`config.mk`:
```
export PLATFORM = sky130hd
export DESIGN_NAME = load_store_unit_flat
export DESIGN_NICKNAME = d
export VERILOG_FILES = /design/src/rtl/load_store_unit_if.sv /design/src/rtl/load_store_unit.sv /design/src/flat_wrapper.sv
export SDC_FILE = /design/constraint.sdc
export NUM_CORES = 1
export LEC_CHECK = 0
export CORE_ASPECT_RATIO = 0.8
export CORE_MARGIN = 3
export CORE_UTILIZATION = 46
export DETAILED_ROUTE_END_ITERATION = 16
export PLACE_DENSITY = 0.89
export SLEW_MARGIN = 20
export SYNTH_ARGS = -nofsm -noshare
export SYNTH_HDL_FRONTEND = slang
export SYNTH_SLANG_ARGS = --single-unit
```
`constraint.sdc`:
```
create_clock -name clk -period 2.35 [get_ports clk]
set_clock_uncertainty 0.05 [all_clocks]
set_input_delay 0.3525 -clock clk [delete_from_list [all_inputs] [get_ports clk]]
set_output_delay 0.3525 -clock clk [all_outputs]
set_load 0.01 [all_outputs]
```
`src/rtl/load_store_unit_if.sv`:
```
// Core request/response and data-RAM port bundle for the load/store unit.
// The slave modport is the unit's view; the master modport is the core and RAM side.
interface load_store_unit_if #(
    parameter int unsigned ADDR_WIDTH = 14
);
    logic                  req_valid;
    logic                  req_ready;
    logic                  req_write;
    logic [2:0]            req_funct3;
    logic [31:0]           req_addr;
    logic [31:0]           req_wdata;
    logic                  resp_valid;
    logic [31:0]           resp_rdata;
    logic                  resp_error;
    logic [ADDR_WIDTH-1:0] mem_addr;
    logic [31:0]           mem_wdata;
    logic [3:0]            mem_wenable;
    logic [31:0]           mem_rdata;

    modport slave (
        input  req_valid, req_write, req_funct3, req_addr, req_wdata, mem_rdata,
        output req_ready, resp_valid, resp_rdata, resp_error, mem_addr, mem_wdata, mem_wenable
    );

    modport master (
        output req_valid, req_write, req_funct3, req_addr, req_wdata, mem_rdata,
        input  req_ready, resp_valid, resp_rdata, resp_error, mem_addr, mem_wdata, mem_wenable
    );
endinterface

```
`src/rtl/load_store_unit.sv`:
```
// RV32I load/store unit: splits misaligned accesses into up to two word beats on a
// single-port RAM, steers store lanes and assembles/extends load data.
module load_store_unit #(
    parameter int unsigned ADDR_WIDTH = 14
) (
    input logic              clk,
    input logic              rst_n,
    load_store_unit_if.slave bus
);

    typedef enum logic [1:0] {StIdle, StBeat0, StBeat1, StDone} state_e;

    state_e      state;
    logic        write_q;
    logic        crossing_q;
    logic [2:0]  funct3_q;
    logic [1:0]  off_q;
    logic [3:0]  wen_hi_q;
    logic [31:0] wdata_hi_q;
    logic [31:0] rbuf_q;

    logic        legal;
    logic [3:0]  size_mask;
    logic [7:0]  lane_mask;
    logic [63:0] lane_data;
    logic [63:0] rd_beats;
    logic [31:0] rd_word;
    logic [31:0] load_val;
    logic [31:0] resp_val;
    logic        unused_addr_hi;

    assign unused_addr_hi = ^bus.req_addr[31:ADDR_WIDTH];

    // Byte mask and data spread across two words: low half is beat 0, high half beat 1.
    always_comb begin
        size_mask = 4'b1111;
        case (bus.req_funct3[1:0])
            2'b00:   size_mask = 4'b0001;
            2'b01:   size_mask = 4'b0011;
            default: size_mask = 4'b1111;
        endcase
        lane_mask = {4'b0000, size_mask} << bus.req_addr[1:0];
        lane_data = {32'd0, bus.req_wdata} << {bus.req_addr[1:0], 3'b000};
        legal     = bus.req_funct3 inside {3'b000, 3'b001, 3'b010, 3'b100, 3'b101};
    end

    // In the last beat the current RAM word sits above the word captured in beat 0.
    always_comb begin
        rd_beats = (state == StBeat1) ? {bus.mem_rdata, rbuf_q} : {32'd0, bus.mem_rdata};
        rd_word  = rd_beats[{off_q, 3'b000} +: 32];
        case (funct3_q)
            3'b000:  load_val = {{24{rd_word[7]}}, rd_word[7:0]};
            3'b001:  load_val = {{16{rd_word[15]}}, rd_word[15:0]};
            3'b100:  load_val = {24'd0, rd_word[7:0]};
            3'b101:  load_val = {16'd0, rd_word[15:0]};
            default: load_val = rd_word;
        endcase
        resp_val = write_q ? 32'd0 : load_val;
    end

    always_ff @(posedge clk or negedge rst_n) begin
        if (!rst_n) begin
            state           <= StIdle;
            bus.req_ready   <= 1'b1;
            bus.resp_valid  <= 1'b0;
            bus.resp_error  <= 1'b0;
            bus.resp_rdata  <= 32'd0;
            bus.mem_addr    <= '0;
            bus.mem_wdata   <= 32'd0;
            bus.mem_wenable <= 4'b0000;
            write_q         <= 1'b0;
            crossing_q      <= 1'b0;
            funct3_q        <= 3'b000;
            off_q           <= 2'b00;
            wen_hi_q        <= 4'b0000;
            wdata_hi_q      <= 32'd0;
            rbuf_q          <= 32'd0;
        end else begin
            case (state)
                StIdle: begin
                    if (bus.req_valid && bus.req_ready) begin
                        bus.req_ready <= 1'b0;
                        write_q       <= bus.req_write;
                        funct3_q      <= bus.req_funct3;
                        off_q         <= bus.req_addr[1:0];
                        crossing_q    <= |lane_mask[7:4];
                        wen_hi_q      <= bus.req_write ? lane_mask[7:4] : 4'b0000;
                        wdata_hi_q    <= bus.req_write ? lane_data[63:32] : 32'd0;
                        if (legal) begin
                            state           <= StBeat0;
                            bus.mem_addr    <= {bus.req_addr[ADDR_WIDTH-1:2], 2'b00};
                            bus.mem_wenable <= bus.req_write ? lane_mask[3:0] : 4'b0000;
                            bus.mem_wdata   <= bus.req_write ? lane_data[31:0] : 32'd0;
                        end else begin
                            state          <= StDone;
                            bus.resp_valid <= 1'b1;
                            bus.resp_error <= 1'b1;
                            bus.resp_rdata <= 32'd0;
                        end
                    end
                end
                StBeat0: begin
                    rbuf_q <= bus.mem_rdata;
                    if (crossing_q) begin
                        state           <= StBeat1;
                        bus.mem_addr    <= bus.mem_addr + ADDR_WIDTH'(4);
                        bus.mem_wenable <= wen_hi_q;
                        bus.mem_wdata   <= wdata_hi_q;
                    end else begin
                        state           <= StDone;
                        bus.mem_wenable <= 4'b0000;
                        bus.resp_valid  <= 1'b1;
                        bus.resp_error  <= 1'b0;
                        bus.resp_rdata  <= resp_val;
                    end
                end
                StBeat1: begin
                    state           <= StDone;
                    bus.mem_wenable <= 4'b0000;
                    bus.resp_valid  <= 1'b1;
                    bus.resp_error  <= 1'b0;
                    bus.resp_rdata  <= resp_val;
                end
                StDone: begin
                    state          <= StIdle;
                    bus.resp_valid <= 1'b0;
                    bus.req_ready  <= 1'b1;
                end
                default: state <= StIdle;
            endcase
        end
    end

endmodule

```
`src/flat_wrapper.sv`:
```
// flat-port wrapper written by rule: the top's interface ports become plain ports
module load_store_unit_flat 
#(
    parameter int unsigned ADDR_WIDTH = 14
)
  (clk, rst_n, bus_req_valid, bus_req_write, bus_req_funct3, bus_req_addr, bus_req_wdata, bus_mem_rdata, bus_req_ready, bus_resp_valid, bus_resp_rdata, bus_resp_error, bus_mem_addr, bus_mem_wdata, bus_mem_wenable);
  load_store_unit_if #(.ADDR_WIDTH(ADDR_WIDTH)) bus_i ();
  input logic clk;
  input logic rst_n;
  input wire logic [$bits(bus_i.req_valid)-1:0] bus_req_valid;
  input wire logic [$bits(bus_i.req_write)-1:0] bus_req_write;
  input wire logic [$bits(bus_i.req_funct3)-1:0] bus_req_funct3;
  input wire logic [$bits(bus_i.req_addr)-1:0] bus_req_addr;
  input wire logic [$bits(bus_i.req_wdata)-1:0] bus_req_wdata;
  input wire logic [$bits(bus_i.mem_rdata)-1:0] bus_mem_rdata;
  output wire logic [$bits(bus_i.req_ready)-1:0] bus_req_ready;
  output wire logic [$bits(bus_i.resp_valid)-1:0] bus_resp_valid;
  output wire logic [$bits(bus_i.resp_rdata)-1:0] bus_resp_rdata;
  output wire logic [$bits(bus_i.resp_error)-1:0] bus_resp_error;
  output wire logic [$bits(bus_i.mem_addr)-1:0] bus_mem_addr;
  output wire logic [$bits(bus_i.mem_wdata)-1:0] bus_mem_wdata;
  output wire logic [$bits(bus_i.mem_wenable)-1:0] bus_mem_wenable;
  assign bus_i.req_valid = bus_req_valid;
  assign bus_i.req_write = bus_req_write;
  assign bus_i.req_funct3 = bus_req_funct3;
  assign bus_i.req_addr = bus_req_addr;
  assign bus_i.req_wdata = bus_req_wdata;
  assign bus_i.mem_rdata = bus_mem_rdata;
  assign bus_req_ready = bus_i.req_ready;
  assign bus_resp_valid = bus_i.resp_valid;
  assign bus_resp_rdata = bus_i.resp_rdata;
  assign bus_resp_error = bus_i.resp_error;
  assign bus_mem_addr = bus_i.mem_addr;
  assign bus_mem_wdata = bus_i.mem_wdata;
  assign bus_mem_wenable = bus_i.mem_wenable;
  load_store_unit #(.ADDR_WIDTH(ADDR_WIDTH)) u_core (.clk(clk), .rst_n(rst_n), .bus(bus_i));
endmodule
```
**Yosys cells after proc, flatten, opt, wreduce, memory -nomap -nowiden**

Index checks and enable logic that the tools add are counted.

- Bits in registers: 162
- Bits of input ports: 103

- Shift operators: 3
- Reduce and logical (&&, ||, !) cells: 16
- $add $sub $neg: 1
- Equality and inequality tests: 16
- Multiplexer cells: 36

Operators with widths:

| operator | number |
|---|---|
| $mux 32 | 9 |
| $pmux 32 s4 | 1 |
| $pmux 32 s3 | 1 |
| $mux 64 | 1 |
| $pmux 32 s2 | 1 |
| $shiftx 64x6->32 | 1 |
| $shl 32x5->64 | 1 |
| $mux 14 | 3 |
| $pmux 14 s2 | 1 |
| $mux 4 | 5 |
| $add 14x3->14 const B | 1 |
| $eq 3x3->1 const B | 4 |
| $pmux 4 s3 | 1 |
| $pmux 2 s4 | 1 |
| $pmux 4 s2 | 1 |
| $reduce_and 4->1 | 2 |
| $shl 4x2->8 | 1 |
| $eq 3x1->1 const B | 2 |
| $logic_not 3->1 | 2 |
| $mux 1 | 6 |
| $ne 2x1->1 const B | 3 |
| $reduce_and 3->1 | 2 |
| $reduce_bool 5->1 | 1 |
| $eq 2x1->1 const B | 2 |
| other kinds (13) | 19 |

**Depth between registers and ports, before layout**

Gate-level depths: netlist of run 1.

- Depth in word-level cells: 7
- Depth in mapped cells: 10

**Worst setup path before layout of run 1**

No wires, ideal clock.

- Kind: reg-to-reg
- Start: reg u_core.state[0]
- End: reg u_core.bus.resp_rdata[24]
- Path slack: -0.075 ns
- Arrival time: 2.252 ns
- Required time: 2.177 ns
- Cell stages (with the launch flop): 10
- Clock period less this slack: 2.425 ns
- Library setup time: 0.123 ns
- Cell sequence: dfrtp_1 -> inv_1 -> ha_1 -> clkbuf_1 -> mux2_2 -> a32o_1 -> o21ai_1 -> a31o_4 -> buf_6 -> o21ai_2

- Cells in the longest elaborated chain, start to end: 7
- Elaborated cells between the ends (all ways): 14

Ends and longest elaborated chain:

| what | RTL line | text |
|---|---|---|
| from (decl) | load_store_unit.sv:13 | `state_e state;` |
| from (signal assigned) | load_store_unit.sv:63 | `state <= StIdle;` |
| from (signal assigned) | load_store_unit.sv:90 | `state <= StBeat0;` |
| from (signal assigned) | load_store_unit.sv:95 | `state <= StDone;` |
| $eq 2x2->1 | load_store_unit.sv:49, load_store_unit.sv:79 |  |
| $mux 64 | load_store_unit.sv:49 | `rd_beats = (state == StBeat1) ? {bus.mem_rdata, rbuf_q} : {32'd0, bus.mem_rdata};` |
| $shiftx 64x6->32 | load_store_unit.sv:50 | `rd_word = rd_beats[{off_q, 3'b000} +: 32];` |
| $pmux 32 s4 | load_store_unit.sv:51 | `case (funct3_q)` |
| $mux 32 | load_store_unit.sv:58 | `resp_val = write_q ? 32'd0 : load_val;` |
| $mux 32 | load_store_unit.sv:104 | `if (crossing_q) begin` |
| $pmux 32 s3 | load_store_unit.sv:79 | `case (state)` |
| to (signal assigned) | load_store_unit.sv:114 | `bus.resp_rdata <= resp_val;` |
| to (signal assigned) | load_store_unit.sv:122 | `bus.resp_rdata <= resp_val;` |
| to (decl) | load_store_unit_if.sv:22 | `output req_ready, resp_valid, resp_rdata, resp_error, mem_addr, mem_wdata, mem_wenable` |

Parallel ways exist; a longest one is shown, timed or not. The select of a mux whose other input is x is not followed.
A chain may end at the register's enable or synchronous reset.

**Final worst setup path of run 1**

- Start: reg u_core.state[0]
- End: reg u_core.bus.resp_rdata[10]

The elaborated chain is that of the path after synthesis.

==> run metrics, run 1 <==
status complete, no violations; DIE AREA 0.0190 mm^2; slowest CP cell dfrtp_1; Synth Register Bits 151; Synth cell types 58; Hold Path Class input pin to asynchronous set/reset pin; startpoint types flip-flop; endpoints failing hold 0; Pre-antenna DRT Iters 8; num rows 42; Clock Latency Late Sink 0.43 ns; CP peak stage delay roughly 0.4 ns; maximum number of pins on one net before global-route repair 44; final max-slew violation count 0; final wirelength 25000 um; GRT busiest layer met2; DR vias around 7.5k; PwrDens 1400 mW/mm^2; actual slew at the worst max-slew pin 0.694 ns; drt drc 0; critical path start-end classification flip-flop to flip-flop; Avg Cell Area, Syn 9.91 um^2; grt met2 use 39.7%; Post-synth EDFFs 0; initial antenna violation count 1; drt wl/cell 20.5 um; DP Area 0.0102 mm^2; Cell Count, Final, Fillers Out between 1k and 1.5k; Cell Chain, Critical Path inv_2 > ha_2 > mux2_2 > a32o_1 > o21ai_4 > buf_4 > o21ai_0 > a22o_1; Max Clk Rate 0.430 GHz; synth top area cells dfrtp_1 47%, mux2i_1 8.8%, mux2_2 6.1%; clock tree buffer depth 2; Tcrit/Tclk final 99.1%; Detail Route Antenna Nets 0; commonest non-fill, non-tap cell in the layout clkdlybuf4s50_1; share of cells above drive strength 1 approximately 16%; TritonCTS Buffers 17; GRT met1 Usage 33.8%; Final setup viols 0; core area 0.0168 mm^2; Mapped Area 0.00798 mm^2; Post-synth ARST share 100%; CTS sink cnt 151; Die H 124 um; Leak 4.55 nW; Synth Warn # 0; post-synth top area share 47.1%; Layout Nets 1096; Placer Congestion 0.939; Worst path top cell family by delay compound AO/OA/AOI/OAI gates; Data required, critical path approximately 2.6 ns; H-Tree Depth 4; type of element capturing the critical path flip-flop; most frequent cells in the layout 166 x clkdlybuf4s50_1, 149 x dfrtp_1, 85 x nand2_1; GR Util All Layers 25.8%; die width 153 um; I/O pins 188; Starting DRT DRC Count about 860; Synth area leader dfrtp_1; fin area 0.0108 mm^2; Detail Placement HPWL about 18000 um; Initial Util 47.6%; area grow syn2layout 35.3%; setup TNS 0 ns; Antenna Cells 0; WP buf/inv 2; crit path max fanout 7; PortBufs around 170; Worst VDD drop 716 uV; number of global-route vias before repair just over 7k; CTS tree built; Finished Core Util approximately 64%; first-pass GRT wire length 38500 um; grt met3 use 7.71%; unrepaired setup endpoints after global routing true; ys flop type dfrtp_1; clock-pin transition on the worst setup and hold timing paths ~0.07 ns; vias per cell 6.15; grt ovf 0; number of placed cells counting well taps 1184; worst relative slew slack 53.5%; sequential fraction of the synthesis area 47.4%; Mapped Cells 805; critical path arrival 2.60 ns; Root Driver clkbuf_16; Total Power 15.1 mW; Max Cap Violations 0; minimum clock period after layout 2.33 ns
synthesized netlist by cell type, drive strengths merged (2+ instances only):
master	instances
dfrtp	150
o21ai	99
nand2	85
mux2i	70
nor2	48
a21oi	46
mux2	43
clkbuf	39
a211oi	24
buf	22
a22o	17
nor3	17
nor2b	15
nand3	14
inv	13
a22oi	10
o21a	10
o221ai	9
a221oi	8
a222oi	8
ha	6
and3	5
o221a	5
nand4	4
a31oi	3
nand2b	3
nor3b	3
nor4	3
a211o	2
or3	2
layer usage:
layer	part of all wire, %	vias up
met4	3.8	2
met1	40	3646
met3	10	81
met5	0.052	-
met2	45	431
li1	-	3341
registers in the layout (all words and copies together), names as in the netlist, 3 cells and up:
name,flops
u_core.rbuf_q,32
u_core.wen_hi_q,3
u_core.bus.mem_addr,12
u_core.bus.resp_rdata,32
u_core.bus.mem_wenable,4
u_core.funct3_q,3
u_core.wdata_hi_q,24
u_core.bus.mem_wdata,32
path summary, 6_finish.rpt:
check / from / endpoint / slack (ns) / depth (start not counted)
worst max-delay path: u_core.state[0] / u_core.bus.resp_rdata[10] / 0.02 / 8
worst min-delay path: rst_n / u_core.bus.resp_rdata[25] / 0.36 / 2
worst max register to register: u_core.state[0] / u_core.bus.resp_rdata[10] / 0.02 / 8
worst min register to register: u_core.bus.resp_rdata[25] / u_core.bus.resp_rdata[25] / 0.43 / 2
max in group asynchronous: rst_n / u_core.wdata_hi_q[19] / 1.30 / 3
min in group clk: u_core.bus.resp_rdata[25] / u_core.bus.resp_rdata[25] / 0.43 / 2
power by group:
| group | internal, mW | switching [mW] |
|---|---|---|
| clock | 1.39 | 1.22 |
| sequential | 3.72 | 0.850 |
| combinational | 3.72 | 4.24 |
metrics by stage:
stage / setup slack [ns] / hold slack (ns)
2_1_floorplan: 0.0233 / 0.00691
3_3_place_gp: -0.130 / 0.252
3_5_place_dp: -0.210 / 0.257
4_1_cts: 0.0122 / 0.368
5_1_grt: -0.0454 / 0.426
6_report: 0.0219 / 0.363
cell families (layout without fill, tap and decap cells):
family / Yosys count / in the layout / synth area share (%)
DFF: 151 / 151 / 47.4
buffers and inverters: 74 / 267 / 3.87
adders and majority gates: 6 / 6 / 0.941
other: 1 / 2 / 0.0470
AOI/OAI and AO/OA: 251 / 252 / 20.8
muxes: 113 / 113 / 14.9
and+or+nand+nor: 209 / 209 / 12.1
repair_timing:
action                                  in CTS  in global routing
buffers inserted                             0                  2
hold buffers                                 1                  0
pin swaps                                    0                  1
gates cloned                                 0                  1
endpoints found under the setup margin      10                 15
hold endpoints to repair                    39                  0
gates resized for setup                      4                  9
cell type report:
class	count	area (um^2)
clock buffer	17	425
clock inverter	15	135
multi-input combinational	582	3950
sequential	151	3780
tap	220	275
inverter	13	48.8
timing repair buffer	222	2180
fill	1217	5970
(Power assumes the default switching activity.)
==> run 2, diff against run 1 <==
SLEW_MARGIN = 30   (was 20)
==> run metrics, run 2 (same netlist as run 1, synthesis figures left out) <==
Leak 4.56 nW (was 4.55 nW); grt met2 use 40.0% (was 39.7%); Cell Count, Final, Fillers Out 1219 (was 1220); first-pass GRT wire length 39000 um (was 38500 um); R2R cell count 7 (was 8); R2R Path Start u_core.state[0] (unchanged); H-Tree Depth 4 (unchanged); drt wl/cell 20.6 um (was 20.5 um); critical path arrival 2.57 ns (was 2.60 ns); Data required, critical path 2.65 ns (was 2.62 ns); number of placed cells counting well taps 1184 (unchanged); R2R setup slack 0.08 ns (was 0.02 ns); clock tree buffer depth 2 (unchanged); num rows 42 (unchanged); Max Clk Rate 0.440 GHz (was 0.430 GHz); maximum number of pins on one net before global-route repair 44 (unchanged); core area 0.0168 mm^2 (unchanged); Detail Route Antenna Nets 0 (unchanged); WP buf/inv 1 (was 2); Top Registers u_core.bus.mem_wdata: 32 flops, u_core.bus.resp_rdata: 32 flops, u_core.rbuf_q: 32 flops (unchanged); Cell Chain, Critical Path inv_2 > ha_2 > mux2i_2 > a211o_1 > or4_1 > a31o_4 > o21ai_0 (was inv_2 > ha_2 > mux2_2 > a32o_1 > o21ai_4 > buf_4 > o21ai_0 > a22o_1); Detail Placement HPWL 17600 um (was 17800 um); startpoint types flip-flop (unchanged); worst relative slew slack 54.2% (was 53.5%); sw power 6.28 mW (was 6.30 mW); die width 153 um (unchanged); slowest CP cell or4_1 (was dfrtp_1); final wirelength 25100 um (was 25000 um); Placer Congestion 0.939 (unchanged); Die H 124 um (unchanged); Worst path top cell family by delay compound AO/OA/AOI/OAI gates (unchanged); clock-pin transition on the worst setup and hold timing paths 0.07 ns (about the same); PortBufs 167 (unchanged); Worst VDD drop 790 uV (was 716 uV); final max-slew violation count 0 (unchanged); Layout Nets 1094 (was 1096); number of global-route vias before repair 7170 (was 7097); DIE AREA 0.0190 mm^2 (unchanged); grt met3 use 8.72% (was 7.71%); Pre-antenna DRT Iters 7 (was 8); Comb power frac 51.8% (was 52.6%); CTS sink cnt 151 (unchanged); most frequent cells in the layout 166 x clkdlybuf4s50_1, 149 x dfrtp_1, 85 x nand2_1 (unchanged); Root Driver clkbuf_16 (unchanged); type of element capturing the critical path flip-flop (unchanged); DR vias 7458 (was 7501); critical path start-end classification flip-flop to flip-flop (unchanged); Max Cap Violations 0 (unchanged); Post-Place Worst Slack -0.205 ns (was -0.210 ns); Clock Latency Late Sink 0.42 ns (was 0.43 ns); Clk pwr share 18.2% (was 17.3%); commonest non-fill, non-tap cell in the layout clkdlybuf4s50_1 (unchanged); crit path max fanout 16 (was 7); actual slew at the worst max-slew pin 0.684 ns (was 0.694 ns); vias per cell 6.12 (was 6.15); CP peak stage delay 0.43 ns (was 0.39 ns); GRT met1 Usage 34.1% (was 33.8%); drt drc 0 (unchanged); share of cells above drive strength 1 16.0% (was 16.4%); endpoints failing hold 0 (unchanged); Reg2Reg Capture Point u_core.bus.resp_rdata[17] (was u_core.bus.resp_rdata[10]); Initial Util 47.6% (unchanged); GRT busiest layer met2 (unchanged); Tcrit/Tclk final 96.7% (was 99.1%); initial antenna violation count 2 (was 1); grt ovf 0 (unchanged); Worst Setup SP u_core.state[0] (unchanged); setup TNS 0 ns (unchanged); CTS tree built (unchanged); Starting DRT DRC Count 741 (was 856); setup ws final 0.0773 ns (was 0.0219 ns); sequential power share 30.1% (was 30.2%); Final setup viols 0 (unchanged); minimum clock period after layout 2.27 ns (was 2.33 ns); total internal power 8.94 mW (was 8.83 mW); status complete, no violations (unchanged); Hold Path Class input pin to asynchronous set/reset pin (unchanged); WP depth 7 (was 8); TritonCTS Buffers 17 (unchanged); PwrDens 1410 mW/mm^2 (was 1400 mW/mm^2); GR Util All Layers 26.1% (was 25.8%); I/O pins 188 (unchanged); area grow syn2layout 35.3% (unchanged); Sw Ratio 41.3% (was 41.7%)
run 2: timing repair:
action / CTS / global route
gates resized for setup: 1 / 7
endpoints found under the setup margin: 16 / 30
pin swaps: 0 / 1
hold endpoints to repair: 39 / 0
setup buffers: 0 / 1
hold buffers: 1 / 0
run 2: layout make-up:
class | instances | area, um^2
Antenna cell | 1 | 2.50
Clock buffer | 18 | 439
Clock inverter | 14 | 155
Fill cell | 1222 | 5970
Inverter | 13 | 48.8
Multi-Input combinational cell | 581 | 3920
Sequential cell | 151 | 3780
Tap cell | 220 | 275
Timing Repair Buffer | 221 | 2170
run 2: metrics by stage:
step	hold WS [ns]	util [%]	total power, mW	instance area [um^2]
detailed placement	0.256	60.6	12.2	10200
floorplan	0.00691	-	9.12	8000
global route	0.411	64.4	16.1	10800
CTS	0.371	64.3	15.1	10800
global placement	0.252	60.6	11.9	10200
finish	0.376	64.4	15.2	10800
run 2: per-layer routing:
layer / up-vias / wire length [um]
li1: 3338 / -
met1: 3608 / 10100
met2: 425 / 11400
met3: 85 / 2640
met4: 2 / 959
met5: - / 13
run 2: how the worst max path moves through the flow:
stage	slack, ns	end
2_1_floorplan	0.02	u_core.bus.resp_rdata[24]
4_1_cts	0.01	u_core.bus.resp_rdata[16]
5_1_grt	-0.01	u_core.bus.mem_addr[9]
6_report	0.08	u_core.bus.resp_rdata[17]
3_3_place_gp	-0.13	u_core.bus.resp_rdata[17]
3_5_place_dp	-0.21	u_core.bus.resp_rdata[16]
run 2: power by group through the flow:
stage / combinational, mW / sequential, mW / clock, mW
4_1_cts: 7.75 / 4.54 / 2.78
3_3_place_gp: 7.36 / 4.51 / 0
5_1_grt: 8.51 / 4.70 / 2.89
6_report: 7.88 / 4.57 / 2.76
3_5_place_dp: 7.63 / 4.56 / 0
2_1_floorplan: 4.55 / 4.57 / 0
==> run 3, diff against run 2 <==
CORE_MARGIN = 10   (was 3)
==> run metrics, run 3 (same netlist as run 1, synthesis figures left out) <==
GR Util All Layers 21.8% (was 26.1%); area grow syn2layout 35.7% (was 35.3%); maximum number of pins on one net before global-route repair 62 (was 44); actual slew at the worst max-slew pin 0.722 ns (was 0.684 ns); setup TNS 0 ns (unchanged); sequential power share 29.9% (was 30.1%); Max Clk Rate 0.433 GHz (was 0.440 GHz); minimum clock period after layout 2.31 ns (was 2.27 ns); PwrDens 1420 mW/mm^2 (was 1410 mW/mm^2); Leak 4.58 nW (was 4.56 nW); Max Cap Violations 0 (unchanged); TritonCTS Buffers 17 (unchanged); Clock Latency Late Sink 0.43 ns (was 0.42 ns); CTS sink cnt 151 (unchanged); drt drc 0 (unchanged); commonest non-fill, non-tap cell in the layout clkdlybuf4s50_1 (unchanged); share of cells above drive strength 1 16.4% (was 16.0%); Detail Placement HPWL 18800 um (was 17600 um); final wirelength 26100 um (was 25100 um); PortBufs 167 (unchanged); Comb power frac 51.8% (about the same); initial antenna violation count 2 (unchanged); I/O pins 188 (unchanged); CTS tree built (unchanged); first-pass GRT wire length 40100 um (was 39000 um); Data required, critical path 2.66 ns (was 2.65 ns); total internal power 8.96 mW (was 8.94 mW); Initial Util 47.6% (unchanged); Top Registers u_core.bus.mem_wdata: 32 flops, u_core.bus.resp_rdata: 32 flops, u_core.rbuf_q: 32 flops (unchanged); clock tree buffer depth 2 (unchanged); Hold Path Class input pin to asynchronous set/reset pin (unchanged); critical path arrival 2.62 ns (was 2.57 ns); most frequent cells in the layout 166 x clkdlybuf4s50_1, 148 x dfrtp_1, 85 x nand2_1 (was 166 x clkdlybuf4s50_1, 149 x dfrtp_1, 85 x nand2_1); number of global-route vias before repair 7189 (was 7170); type of element capturing the critical path flip-flop (unchanged); drt wl/cell 21.4 um (was 20.6 um); clock-pin transition on the worst setup and hold timing paths 0.07 ns (about the same); Layout Nets 1095 (was 1094); endpoints failing hold 0 (unchanged); crit path max fanout 8 (was 16); vias per cell 6.06 (was 6.12); Die H 138 um (was 124 um); final max-slew violation count 0 (unchanged); worst relative slew slack 51.7% (was 54.2%); startpoint types flip-flop (unchanged); DR vias 7396 (was 7458); Clk pwr share 18.2% (about the same); Tcrit/Tclk final 98.2% (was 96.7%); Pre-antenna DRT Iters 6 (was 7); Starting DRT DRC Count 946 (was 741); Root Driver clkbuf_16 (unchanged); core area 0.0168 mm^2 (unchanged); Detail Route Antenna Nets 0 (unchanged); setup bufs post-CTS 0 (unchanged); DIE AREA 0.0230 mm^2 (was 0.0190 mm^2); Worst VDD drop 711 uV (was 790 uV); Sw Ratio 41.6% (was 41.3%); sw power 6.38 mW (was 6.28 mW); unrepaired setup endpoints after global routing true; H-Tree Depth 4 (unchanged); Placer Congestion 0.927 (was 0.939); critical path start-end classification flip-flop to flip-flop (unchanged); Hold Slack 0.425 ns (was 0.376 ns); Final setup viols 0 (unchanged); status complete, no violations (unchanged); grt ovf 0 (unchanged); num rows 42 (unchanged); die width 167 um (was 153 um)
run 3: cell count changes in the layout (fill, tap and decap cells not counted), moves of 2 or more:
cell      previous run  this run
a221oi_2             0         2
ha_2                 4         2
a221oi_1             8         6
buf_4               46        48
o21ai_1              4         6
o21ai_0             84        81
inv_8                2         4
run 3: layer usage:
metal,GRT usage (%),vias up,wire length [um]
met5,0,-,13
met4,8.93,2,722
met3,5.67,68,2270
met2,34.9,423,12200
met1,27.6,3578,10900
li1,-,3325,-
run 3: area by class of cell:
type | instances | area [um^2]
fill | 1209 | 5940
timing repair buffer | 222 | 2160
sequential | 151 | 3780
multi-input combinational | 581 | 3950
clock buffer | 17 | 425
antenna | 2 | 5.00
tap | 220 | 275
inverter | 13 | 48.8
clock inverter | 15 | 176
run 3: final timing paths:
kind                                          start                  endpoint  slack [ns]  cells past startpoint
hold reg to reg            u_core.bus.mem_wdata[13]  u_core.bus.mem_wdata[13]        0.43                      2
min in group clk           u_core.bus.mem_wdata[13]  u_core.bus.mem_wdata[13]        0.43                      2
setup reg to reg                    u_core.state[0]  u_core.bus.mem_wdata[18]        0.04                      7
hold / removal                                rst_n  u_core.bus.mem_wdata[24]        0.42                      2
setup / recovery                    u_core.state[0]  u_core.bus.mem_wdata[18]        0.04                      7
max in group asynchronous                     rst_n      u_core.bus.req_ready        1.14                      3
run 3: metrics by stage:
step                setup WS [ns]  util [%]  std cells  total power [mW]  area [um^2]
global placement           -0.127      60.6       1186              12.0        10200
global route              -0.0104      64.5       1220              16.2        10800
detailed placement         -0.224      60.6       1186              12.3        10200
CTS                       0.00317      64.3       1219              15.2        10800
floorplan                  0.0233         -        806              9.12         8000
finish                     0.0427      64.6       1221              15.3        10800
run 3: timing repair:
action | CTS | global route
hold endpoints to repair | 58 | 0
pin swaps | 0 | 1
hold buffers | 1 | 0
gates resized for setup | 1 | 15
setup endpoints to repair | 5 | 29
run 3: critical path, cell delays in order (launching register included):
cell      delay [ns]
dfrtp_1         0.40
buf_4           0.16
ha_2            0.25
nand3b_1        0.22
nor2_1          0.58
a222oi_1        0.25
buf_4           0.21
o21ai_0         0.13
run 3: power groups by stage:
stage                     sequential (mW)  clock (mW)  combinational, mW
after floorplan                      4.57           0               4.55
after global placement               4.49           0               7.48
after detailed placement             4.56           0               7.73
after CTS                            4.54        2.81               7.82
after global routing                 4.71        2.94               8.59
final                                4.59        2.80               7.96
